<file path="src/rtl/ps2_key_tracker.sv">
// PS/2 keyboard receiver (scan code set 2) that keeps held/released flags
// for the W, S, O and K keys, for use by the paddle controller.
// Ports:
//   iVGA_CLK     system clock, all logic on posedge
//   iRST_n       asynchronous active-low reset
//   iPS2_CLK     raw keyboard clock (async, idle high)
//   iPS2_DAT     raw keyboard data  (async, idle high)
//   oW/oS/oO/oK  key-held level flags, 1 = held
//   oScan_valid  one-cycle pulse: good frame received
//   oScan_code   data byte of the last good frame
//   oFrame_err   one-cycle pulse: bad start/stop, parity error or timeout
module ps2_key_tracker #(
  parameter int unsigned FILTER_LEN  = 8,
  parameter int unsigned TIMEOUT_CYC = 50000,
  parameter logic [7:0]  CODE_W      = 8'h1D,
  parameter logic [7:0]  CODE_S      = 8'h1B,
  parameter logic [7:0]  CODE_O      = 8'h44,
  parameter logic [7:0]  CODE_K      = 8'h42
) (
  input  logic       iVGA_CLK,
  input  logic       iRST_n,
  input  logic       iPS2_CLK,
  input  logic       iPS2_DAT,
  output logic       oW,
  output logic       oS,
  output logic       oO,
  output logic       oK,
  output logic       oScan_valid,
  output logic [7:0] oScan_code,
  output logic       oFrame_err
);

  localparam int unsigned FILT_W = $clog2(FILTER_LEN + 1);
  localparam int unsigned TO_W   = $clog2(TIMEOUT_CYC + 1);

  typedef enum logic [1:0] {IDLE, DATA, PARITY, STOP} state_e;

  state_e              state_q, state_d;
  logic [1:0]          clk_sync_q, clk_sync_d;
  logic [1:0]          dat_sync_q, dat_sync_d;
  logic                filt_clk_q, filt_clk_d;
  logic [FILT_W-1:0]   filt_cnt_q, filt_cnt_d;
  logic [TO_W-1:0]     to_cnt_q, to_cnt_d;
  logic [2:0]          bit_cnt_q, bit_cnt_d;
  logic [7:0]          shift_q, shift_d;
  logic                par_q, par_d;
  logic                brk_q, brk_d;
  logic                ext_q, ext_d;
  logic                valid_q, valid_d;
  logic                err_q, err_d;
  logic [7:0]          code_q, code_d;
  logic                w_q, w_d, s_q, s_d, o_q, o_d, k_q, k_d;
  logic                fall_c;
  logic                dat_c;

  // State register
  always_ff @(posedge iVGA_CLK or negedge iRST_n) begin
    if (!iRST_n) begin
      state_q    <= IDLE;
      clk_sync_q <= 2'b11;
      dat_sync_q <= 2'b11;
      filt_clk_q <= 1'b1;
      filt_cnt_q <= '0;
      to_cnt_q   <= '0;
      bit_cnt_q  <= '0;
      shift_q    <= '0;
      par_q      <= 1'b0;
      brk_q      <= 1'b0;
      ext_q      <= 1'b0;
      valid_q    <= 1'b0;
      err_q      <= 1'b0;
      code_q     <= '0;
      w_q        <= 1'b0;
      s_q        <= 1'b0;
      o_q        <= 1'b0;
      k_q        <= 1'b0;
    end else begin
      state_q    <= state_d;
      clk_sync_q <= clk_sync_d;
      dat_sync_q <= dat_sync_d;
      filt_clk_q <= filt_clk_d;
      filt_cnt_q <= filt_cnt_d;
      to_cnt_q   <= to_cnt_d;
      bit_cnt_q  <= bit_cnt_d;
      shift_q    <= shift_d;
      par_q      <= par_d;
      brk_q      <= brk_d;
      ext_q      <= ext_d;
      valid_q    <= valid_d;
      err_q      <= err_d;
      code_q     <= code_d;
      w_q        <= w_d;
      s_q        <= s_d;
      o_q        <= o_d;
      k_q        <= k_d;
    end
  end

  // Synchroniser, clock filter, frame FSM and key decode
  always_comb begin
    clk_sync_d = {clk_sync_q[0], iPS2_CLK};
    dat_sync_d = {dat_sync_q[0], iPS2_DAT};
    filt_clk_d = filt_clk_q;
    filt_cnt_d = '0;
    state_d    = state_q;
    bit_cnt_d  = bit_cnt_q;
    shift_d    = shift_q;
    par_d      = par_q;
    brk_d      = brk_q;
    ext_d      = ext_q;
    valid_d    = 1'b0;
    err_d      = 1'b0;
    code_d     = code_q;
    w_d        = w_q;
    s_d        = s_q;
    o_d        = o_q;
    k_d        = k_q;
    dat_c      = dat_sync_q[1];

    // Filtered clock follows the synced clock only after FILTER_LEN differing cycles
    if (clk_sync_q[1] != filt_clk_q) begin
      if (filt_cnt_q == FILT_W'(FILTER_LEN - 1)) begin
        filt_clk_d = clk_sync_q[1];
      end else begin
        filt_cnt_d = filt_cnt_q + FILT_W'(1);
      end
    end
    fall_c = filt_clk_q & ~filt_clk_d;

    // Idle-time counter restarts on every edge and is held in IDLE
    if (fall_c || state_q == IDLE) begin
      to_cnt_d = '0;
    end else begin
      to_cnt_d = to_cnt_q + TO_W'(1);
    end

    if (fall_c) begin
      case (state_q)
        IDLE: begin
          if (!dat_c) begin
            state_d   = DATA;
            bit_cnt_d = '0;
          end else begin
            err_d = 1'b1;
          end
        end
        DATA: begin
          shift_d   = {dat_c, shift_q[7:1]};
          bit_cnt_d = bit_cnt_q + 3'd1;
          if (bit_cnt_q == 3'd7) state_d = PARITY;
        end
        PARITY: begin
          par_d   = dat_c;
          state_d = STOP;
        end
        default: begin
          state_d = IDLE;
          if (dat_c && (^{shift_q, par_q})) begin
            valid_d = 1'b1;
            code_d  = shift_q;
            if (shift_q == 8'hF0) begin
              brk_d = 1'b1;
            end else if (shift_q == 8'hE0) begin
              ext_d = 1'b1;
            end else begin
              if (!ext_q) begin
                if (shift_q == CODE_W) w_d = ~brk_q;
                if (shift_q == CODE_S) s_d = ~brk_q;
                if (shift_q == CODE_O) o_d = ~brk_q;
                if (shift_q == CODE_K) k_d = ~brk_q;
              end
              brk_d = 1'b0;
              ext_d = 1'b0;
            end
          end else begin
            err_d = 1'b1;
          end
        end
      endcase
    end else if (state_q != IDLE && to_cnt_q == TO_W'(TIMEOUT_CYC - 1)) begin
      // Stalled frame: abandon it and drop any half-received prefix
      state_d  = IDLE;
      err_d    = 1'b1;
      brk_d    = 1'b0;
      ext_d    = 1'b0;
      to_cnt_d = '0;
    end
  end

  assign oW          = w_q;
  assign oS          = s_q;
  assign oO          = o_q;
  assign oK          = k_q;
  assign oScan_valid = valid_q;
  assign oScan_code  = code_q;
  assign oFrame_err  = err_q;

endmodule

</file>
<file path="config.mk">
export PLATFORM = sky130hd
export DESIGN_NAME = ps2_key_tracker
export DESIGN_NICKNAME = d
export VERILOG_FILES = /design/src/rtl/ps2_key_tracker.sv
export SDC_FILE = /design/constraint.sdc
export NUM_CORES = 1
export LEC_CHECK = 0
export CAP_MARGIN = 5
export CORE_ASPECT_RATIO = 1.1
export CORE_MARGIN = 2
export CORE_UTILIZATION = 61
export CTS_BUF_LIST = sky130_fd_sc_hd__clkbuf_2 sky130_fd_sc_hd__clkbuf_4 sky130_fd_sc_hd__clkbuf_8
export DETAILED_ROUTE_END_ITERATION = 16
export PLACE_DENSITY = 0.88
export SYNTH_ARGS = -nofsm -noshare
export SYNTH_HDL_FRONTEND = slang
export SYNTH_SLANG_ARGS = --single-unit
</file>
<file path="constraint.sdc">
create_clock -name iVGA_CLK -period 2.9 [get_ports iVGA_CLK]
set_input_delay 0.435 -clock iVGA_CLK [delete_from_list [all_inputs] [get_ports iVGA_CLK]]
set_output_delay 0.435 -clock iVGA_CLK [all_outputs]
set_load 0.1 [all_outputs]
</file>
==> results.txt, run 1 <==
The flow ran to the end, and the final reports show no timing, DRC or antenna violations. After detailed routing, the number of remaining DRC violations is 0. The height of the chip came out at 72.9 um. The number of global-route vias before repair is 1736. From synthesis to final layout, the design area changed by 11.0%. For this run, asynchronously set or reset flops after synthesis account for 100%.

The mean routed wirelength per cell is 14.2 um. The number of cells on the worst reg-to-reg path is 6. The mean instance size in the synthesized netlist is 11.3 um^2.

The number of port buffers is 17. The maximum fanout along the worst path is 16. For the worst setup path, the data arrival time is 2680 ps.

The clock latency on the worst-skew pair came out at 310 ps. The maximum number of pins on one net before global-route repair is 29. The width of the die came out at 66.6 um. For the worst setup path, the data required time is 3080 ps. The total count of hold-check failures in the final report is 0. For this run, the leading register cell type out of synthesis is dfrtp_1.

The placeable core region is 4220 um^2. The half-perimeter wire length after detailed placement is 3280 um. After routing, the total negative slack on setup checks comes to 0 ps.

The peak supply drop came out at 0.318 mV. The startpoint identified for the worst register-to-register timing path is state_q[0]. The global-route wire length before repair is 7690 um. The total setup violations reported at the end of the flow came out at 0. The overall overflow remaining after global route is 0.

Leaving out fill and tap cells, the most frequent cell in the layout is dfrtp_1. The area of the die is 4850 um^2. The fill cell total of the finished layout is 314. The period utilization is 86.3%. The highest clock frequency the design can meet is 400 MHz. The count of nets left with antenna violations after detail routing is 0.

For this run, the total global-route usage over all layers was measured as 20.7%. Synthesis produced a netlist with a net count of 245. The time the final worst path needs with I/O delays and setup is 2500 ps. The share of the Yosys chip area taken by registers is 52.6%. Setup repair after global routing left no endpoint under its margin. The number of H-tree branching levels came out at 2.

The leakage dissipation came out at 1.33 nW. The kind of cell with the highest combined delay along the critical path is simple AND/OR/NAND/NOR gates. The register-to-register path setup slack came out at 400 ps. STA classifies the critical path startpoint as a flop. Cells fill 69.1% of the core in the end.

The type of element capturing the critical path is a flop. The routed design has 4370 um of wire. In the layout the commonest cells are 50 x dfrtp_1, 23 x nor2_1, 17 x buf_4. The fraction of layout instances using a drive strength above 1 came out at 19.7%. The total number of placement rows is 25. In this run the critical register-to-register path is captured at to_cnt_q[2]. The number of different library cells in the post-synthesis netlist is 48. The critical path is of the reg -> reg type. The number of flops mapped to enable cells by yosys is 0. The number of gates resized after cts is 0. The layout net count is 266. The number of buffers and inverters on the critical path is 1. The via density per instance came out at 5.76.

The number of DRC markers in iteration 0 is 78. For this design, the slowest cell found on the critical path is a211o_1. The clock tree from TritonCTS is done. 0 antenna diodes ended up in the layout.

The count of TritonRoute iterations in the first routing pass is 4. The initial antenna violation count is 0. The buffer levels on the longest clock path is 2.

The synthesized cell area is 2630 um^2. The global placer's final weighted congestion came out at 0.824. The signal on the critical path passes through inv_1, ha_1, or4bb_1, nor4_1, a211o_1, nor2_1. The count of warnings emitted by yosys came out at 0.

The TritonCTS buffer count came out at 5. At the pin with the least slew margin, the transition time is 570 ps. The count of hold-fix buffers inserted at cts is 0.

The sink count of the clock tree came out at 55. The number of flip-flops and latches in the synthesized netlist is 55. After clock tree synthesis, the setup repair step added 0 buffers. The worst slack on hold paths came out at 112 ps. The cell count after synthesis is 232. The effective utilization at floorplan is 62.3%. The worst hold path class is in -> async. The biggest cell delay along the critical path came out at 540 ps. The worst slew slack as a fraction of its limit came out at 61.7%. The clock tree root buffer cell is clkbuf_8. Clock skew on the completed layout was measured at 14.4 ps. The via total after detailed routing is 1775. The boundary pin count is 18. The final max-slew violation count was 0. The clock edge transition at the registers on the reported setup and hold paths is 110 ps. The number of maximum-capacitance constraint violations is 0. Dividing total power by cell area gives a power density of 454 nW/um^2.
[routing by layer]
layer	vias up	share of wire, %	track usage [%]
li1	856	-	-
met1	874	44	25.8
met2	38	51	35.2
met3	7	3.4	4.78
met4	0	1.6	7.26
met5	-	0	0
[worst max path at each step]
stage	from	endpoint	slack (ps)	cells after the start
final	state_q[0]	to_cnt_q[2]	400	6
after detailed placement	state_q[0]	to_cnt_q[14]	410	6
after global placement	state_q[0]	to_cnt_q[3]	570	6
after CTS	state_q[0]	to_cnt_q[2]	410	6
after global routing	state_q[0]	to_cnt_q[11]	250	6
after floorplan	state_q[0]	to_cnt_q[12]	640	8
[sequential cells by signal (all words and copies together) (netlist names)]
name / cells
oScan_valid: 1
par_q: 1
to_cnt_q: 16
filt_clk_q: 1
clk_sync_q: 2
oScan_code: 8
oW: 1
shift_q: 8
oK: 1
ext_q: 1
oFrame_err: 1
oO: 1
bit_cnt_q: 3
state_q: 2
filt_cnt_q: 4
dat_sync_q: 2
brk_q: 1
oS: 1
[worst reg2reg max path: cells and delay by family, from the launching register on]
kind	cells	cell delay (ps)
AO/OA/AOI/OAI	1	540
flip-flops	1	430
AND/OR/NAND/NOR	3	1020
adder cells (fa/ha/maj)	1	310
buffers and inverters	1	90
[area by class of cell]
cell class,count,area (um^2),area share (%)
repair buffers,20,153,5.23
inverters,12,45.0,1.54
clock buffers,5,68.8,2.36
multi-input cells,159,1180,40.4
well taps,54,67.6,2.31
flip-flops and latches,55,1380,47.4
clock inverters,3,23.8,0.814
[power breakdown]
group	leakage, nW	internal [W]	total, W	switching, W
clock network	0.0408	0.000173	0.000427	0.000254
registers	0.749	0.000799	0.000818	0.0000194
logic	0.543	0.0000359	0.0000812	0.0000453
total	1.33	0.00101	0.00133	0.000319
[kinds of logic after synthesis]
logic type	share of synthesized area [%]
AND/OR/NAND/NOR	16.1
buffers and inverters	2.62
flip-flops	52.6
adder cells (fa/ha/maj)	4.28
multiplexers	8.04
XOR/XNOR	7.75
AO/OA/AOI/OAI	8.61
[cells in the mapped netlist (5+ instances only)]
cell | n | area share [%]
xor2_1 | 9 | 3.0
ha_1 | 9 | 4.3
nand4_1 | 6 | 1.4
mux2_2 | 14 | 6.0
nand2b_1 | 5 | 1.2
nand3_1 | 10 | 1.9
nor2_1 | 23 | 3.3
xnor2_1 | 9 | 3.0
dfrtp_1 | 50 | 48
a21oi_1 | 8 | 1.5
nand2_1 | 10 | 1.4
o21ai_0 | 8 | 1.5
dfstp_2 | 5 | 5.0
inv_1 | 12 | 1.7
[stage by stage]
stage | instance area [um^2] | total power (W) | setup slack [ps] | std cells
2_1_floorplan | 2630 | 0.000882 | 644 | 232
4_1_cts | 2920 | 0.00134 | 407 | 308
5_1_grt | 2920 | 0.00139 | 246 | 308
6_report | 2920 | 0.00133 | 399 | 308
3_5_place_dp | 2830 | 0.000916 | 409 | 300
3_3_place_gp | 2830 | 0.000912 | 573 | 300
Note: power is estimated with default switching activity, not from simulation.
==> inputs of run 2 (changes only) <==
CORE_UTILIZATION = 40   (was 61)
PLACE_DENSITY = 0.64   (was 0.88)
==> results.txt, run 2 (synthesis results as in run 1) <==
The clock latency on the worst-skew pair came out at 310 ps. The worst register-to-register path begins at state_q[0]. Input and output buffers added on the ports amount to 17. The effective utilization at floorplan came out at 40.6%.

The detailed router finished its first iteration with 80 violations. The clock edge transition at the registers on the reported setup and hold paths came out at 90 ps. In this run the critical register-to-register path is captured at to_cnt_q[2].

The global-route total usage across every layer is 13.8%. The global placer's final weighted congestion came out at 0.829. Leaving out fill and tap cells, the most frequent cell in the layout is dfrtp_1. The diode insertion count for antenna repair is 0. Prior to clock tree synthesis, the placed netlist has a worst setup slack of 392 ps. The area of all sequential standard cells came out at 1380 um^2. The half-perimeter wire length after detailed placement came out at 3280 um. The tool flagged a number of max-cap violations equal to 0. The register-to-register path setup slack is 420 ps. The total area inside the core boundary comes to 6480 um^2. Of the available clock period, the critical path in the final layout requires 85.7%. The via density per instance came out at 5.12. The clock tree from TritonCTS is done.

The die covers 7240 um^2. The flow ran to the end, and the final reports show no timing, DRC or antenna violations. After the last flow step, the layout net total stands at 266. The count of TritonRoute iterations in the first routing pass came out at 4.

The number of flip-flops under the largest register name came out at 16. The fraction of layout instances using a drive strength above 1 is 19.7%. The routed wire length came out at 4410 um. The worst path setup slack after routing is 416 ps. The final max-slew violation count came out at 0. The maximum number of pins on one net before global-route repair is 34. The number of global-route vias before repair came out at 1667. In the layout the commonest cells are 50 x dfrtp_1, 23 x nor2_1, 17 x buf_4.

The pin slew with the least headroom to its limit came out at 704 ps. The height of the chip came out at 89.0 um. The clock period could shrink to 2480 ps. Hold repair after CTS inserted 0 buffers.

The total count of hold-check failures in the final report was 0. The fill cell total of the finished layout came out at 617. The worst clock skew on the final layout is 13.4 ps.

The number of gates resized after cts came out at 0. The total number of placement rows came out at 31. In this run the number of H-tree levels came out at 2.

Hold is met by 163 ps. The mean routed wirelength per cell is 13.1 um. Setup repair after global routing left no endpoint under its margin. The critical path in this run is classified as reg -> reg. The maximum fanout along the worst path came out at 16. The buffer levels on the longest clock path came out at 2. The power density over cell area came out at 458 nW/um^2.

The min-delay analysis places its worst path in the category in -> async. The detail route stage leaves a number of antenna-violating nets equal to 0. The highest clock frequency the design can meet is 403 MHz. The width of the die is 81.3 um. The first global-routing pass estimated 7660 um of wire.

At the worst endpoint, the required time is 3080 ps. The sink count of the clock tree is 55. The leakage dissipation came out at 1.34 nW.

The initial antenna violation count was 0. The overall overflow remaining after global route came out at 0. The worst setup path is captured at a flop. The tree is rooted in a clkbuf_8. The TritonCTS buffer count came out at 5. The accumulated negative setup slack came out at 0 ps.

Across the VDD grid, the largest voltage drop is 0.262 mV. In the final layout, the multi-input gates occupy 1180 um^2. Relative to the synthesized area, the layout overhead comes to 12.7%.

The remaining routing DRC violations is 0. In this run the count of I/O pins placed on the die edge is 18. STA classifies the critical path startpoint as a flop. The worst slew slack as a fraction of its limit came out at 53.1%. Detailed routing inserted a total of 1720 vias. The register bank with the most flops is to_cnt_q.

In this run the post-CTS setup repair buffer count came out at 0. The number of cells on the worst reg-to-reg path is 6. The data arrival time at the worst-slack endpoint is 2670 ps.

The total setup violations reported at the end of the flow is 0. The core utilization of the finished layout is 45.8%.
[run 2: worst max-delay path by stage]
stage	to	slack, ps	startpoint	depth (start not counted)
global placement	to_cnt_q[13]	540	state_q[0]	6
global route	to_cnt_q[3]	160	state_q[0]	6
floorplan	to_cnt_q[12]	640	state_q[0]	8
detailed placement	to_cnt_q[5]	390	state_q[0]	6
finish	to_cnt_q[2]	420	state_q[0]	6
CTS	to_cnt_q[5]	380	state_q[0]	6
[run 2: final cells by class]
cell class	instances	area share, %
Multi-Input combinational cell	159	39.7
Clock buffer	7	3.25
Sequential cell	55	46.6
Timing Repair Buffer	20	5.15
Tap cell	82	3.46
Clock inverter	1	0.253
Inverter	12	1.52
[run 2: per-layer routing]
metal / routed length, um / global-route usage (%) / vias up
li1: - / - / 863
met5: 0 / 0 / -
met1: 2010 / 17.7 / 835
met3: 134 / 3.13 / 6
met2: 2200 / 23.2 / 16
met4: 65 / 4.62 / 0
[run 2: power breakdown]
group	leakage [nW]	total, W	switching, W	internal (W)
clock	0.0505	0.000460	0.000243	0.000218
sequential	0.749	0.000817	0.0000181	0.000798
combinational	0.543	0.0000812	0.0000453	0.0000359
total	1.34	0.00136	0.000306	0.00105
[run 2: critical path: stages, from the launching register on]
cell     delay, ps
dfrtp_1        440
inv_1           90
ha_1           310
or4bb_1        520
nor4_1         380
a211o_1        520
nor2_1         100
[run 2: through the flow]
step	std cells	area [um^2]	total power, W
6_report	336	2970	0.00136
5_1_grt	336	2970	0.00143
4_1_cts	336	2970	0.00139
3_5_place_dp	328	2860	0.000915
3_3_place_gp	328	2860	0.000913
2_1_floorplan	232	2630	0.000882
==> inputs of run 3 (changes only) <==
PLACE_DENSITY = 0.65   (was 0.64)
SETUP_SLACK_MARGIN = 0.02   (was not set)
SKIP_LAST_GASP = 1   (was not set)
==> results.txt, run 3 (synthesis results as in run 1) <==
The clock tree from TritonCTS is done. The analysis attributes to net switching a power of 0.000307 W. The clock group share of total power came out at 36.8%. The number of H-tree branching levels is 2. The number of global-route vias before repair came to 1747. The type of element capturing the critical path is a flop. The worst hold path class is in -> async.

The total count of hold-check failures in the final report is 0. In this run the standard cell core region covers 6480 um^2. STA classifies the critical path startpoint as a flop. The top cell types in the final layout, fill and taps aside, are 50 x dfrtp_1, 23 x nor2_1, 17 x buf_4.

The floorplan step set the die width to 81.3 um. The post-placement cell area came out at 2860 um^2. The layout net count came out at 266. The clock drives 55 sinks. The TritonCTS buffer count is 5. The total power draw is 0.00142 W. 18 I/O pins were placed. The global-route wire length before repair is 8020 um. The power density over cell area is 477 nW/um^2. In this run the clock root is driven by a clkbuf_8. The count of nets left with antenna violations after detail routing came out at 0. The fraction of power consumed by combinational cells came out at 5.7%.

In this run the post-CTS setup repair buffer count came out at 0. The library cell used most frequently in the layout, excluding fill and tap cells, is dfrtp_1. The count of TritonRoute iterations in the first routing pass came out at 5.

For the final routed database, the setup TNS stands at 0 ps. The half-perimeter wire length after detailed placement is 3250 um. The fill cell total of the finished layout came out at 586. The buffer levels on the longest clock path came out at 2. The die covers 7240 um^2. The via total after detailed routing came out at 1735. The number of port buffers came out at 17.

The area growth from synthesis to layout is 13.3%. The final max-slew violation count came out at 0. Clock-pin slew was measured on the worst setup and hold paths at 100 ps. For the pin with the worst max-slew slack, the measured transition is 596 ps. The time the final worst path needs with I/O delays and setup is 2530 ps. The cell-internal power came out at 0.00111 W. The data arrival time at the worst-slack endpoint came out at 2710 ps. The period utilization is 87.2%. The initial antenna violation count is 0.

The effective utilization at floorplan is 40.6%. Setup repair after global routing left no endpoint under its margin. The diode insertion count for antenna repair came out at 0. The global placer's final weighted congestion is 0.828. The setup path with the least slack is of type reg -> reg. The register with the most flip-flops in the layout has 16 of them. The worst clock skew on the final layout is 8.51 ps. The mean routed wirelength per cell came out at 13.7 um. Measured along the y axis, the die boundary spans 89.0 um. The net switching share of the total power came out at 21.6%.

The remaining routing DRC violations came out at 0. For this run the aggregate overflow at the end of global routing stands at 0. The total setup violations reported at the end of the flow is 0. The number of DRC markers in iteration 0 came out at 76.

At the end of the flow the core is filled with cells to 46.0%. The flow ran to the end, and the final reports show no timing, DRC or antenna violations. The number of gates resized after CTS was 0. The maximum fanout along the worst path came out at 16. The via density per instance came out at 5.16. The final cell area excluding filler cells came out at 2980 um^2.

Row generation in the floorplan step produced 31 rows. The peak supply drop came out at 0.268 mV. For this run, the top clock speed supported by timing is 395 MHz. The worst slew slack as a fraction of its limit came out at 60.2%. The clock latency on the worst-skew pair is 310 ps.

The required time of the worst setup path came out at 3080 ps. The global-route total usage across every layer is 14.2%. In the final layout, the share of cells above drive strength 1 is 19.7%.

The number of maximum-capacitance constraint violations is 0. Per report_power, the sequential group accounts for 57.5% of the total. The routed wire length is 4620 um. Entering global routing, the biggest net connects 28 pins.

The leakage dissipation came out at 1.35 nW. The count of hold-fix buffers inserted at cts is 0. The register bank with the most flops is to_cnt_q.
## run 3: cell count changes in the layout (fill, tap and decap cells not counted)
cell,previous run,this run
bufinv_16,0,1
clkbuf_8,7,6
clkinv_2,0,1
clkinvlp_4,1,0
## run 3: power by group through the flow
stage	sequential [W]	combinational (W)	clock [W]
2_1_floorplan	0.000829	0.0000528	0
4_1_cts	0.000817	0.0000836	0.000548
6_report	0.000816	0.0000812	0.000523
5_1_grt	0.000822	0.0000965	0.000578
3_5_place_dp	0.000832	0.0000820	0
3_3_place_gp	0.000831	0.0000819	0
## run 3: metrics by stage
stage | hold slack, ps | worst slack [ps] | instances
floorplan | 139 | 644 | 232
global placement | 347 | 516 | 328
detailed placement | 348 | 431 | 328
CTS | 130 | 365 | 336
global route | 154 | 102 | 336
finish | 120 | 371 | 336
## run 3: path summary, 6_finish.rpt
| kind | startpoint | to | slack, ps | cells after the start |
|---|---|---|---|---|
| max | state_q[0] | to_cnt_q[12] | 370 | 6 |
| min | iRST_n | oScan_code[7] | 120 | 1 |
| max reg2reg | state_q[0] | to_cnt_q[12] | 370 | 6 |
| min reg2reg | clk_sync_q[0] | clk_sync_q[1] | 360 | 0 |
| max in group asynchronous | iRST_n | filt_clk_q | 2060 | 2 |
| min in group iVGA_CLK | clk_sync_q[0] | clk_sync_q[1] | 360 | 0 |
## run 3: area by class of cell
class / instances / area, um^2 / area share, %
Multi-Input combinational cell: 159 / 1180 / 39.6
Tap cell: 82 / 103 / 3.44
Sequential cell: 55 / 1380 / 46.4
Inverter: 12 / 45.0 / 1.51
Clock buffer: 6 / 82.6 / 2.77
Timing Repair Buffer: 20 / 153 / 5.12
Clock inverter: 2 / 35.0 / 1.18
## run 3: per-layer routing
metal,GRT usage [%],routed length (um)
met5,0,0
met4,5.70,65
met3,2.73,177
met2,23.5,2210
met1,18.2,2160
## run 3: critical path: stages (launching register included)
cell and delay (ps):
dfrtp_1 430, inv_1 90, ha_1 320, or4bb_1 540, nor4_1 380, a211o_1 540, nor2_1 110
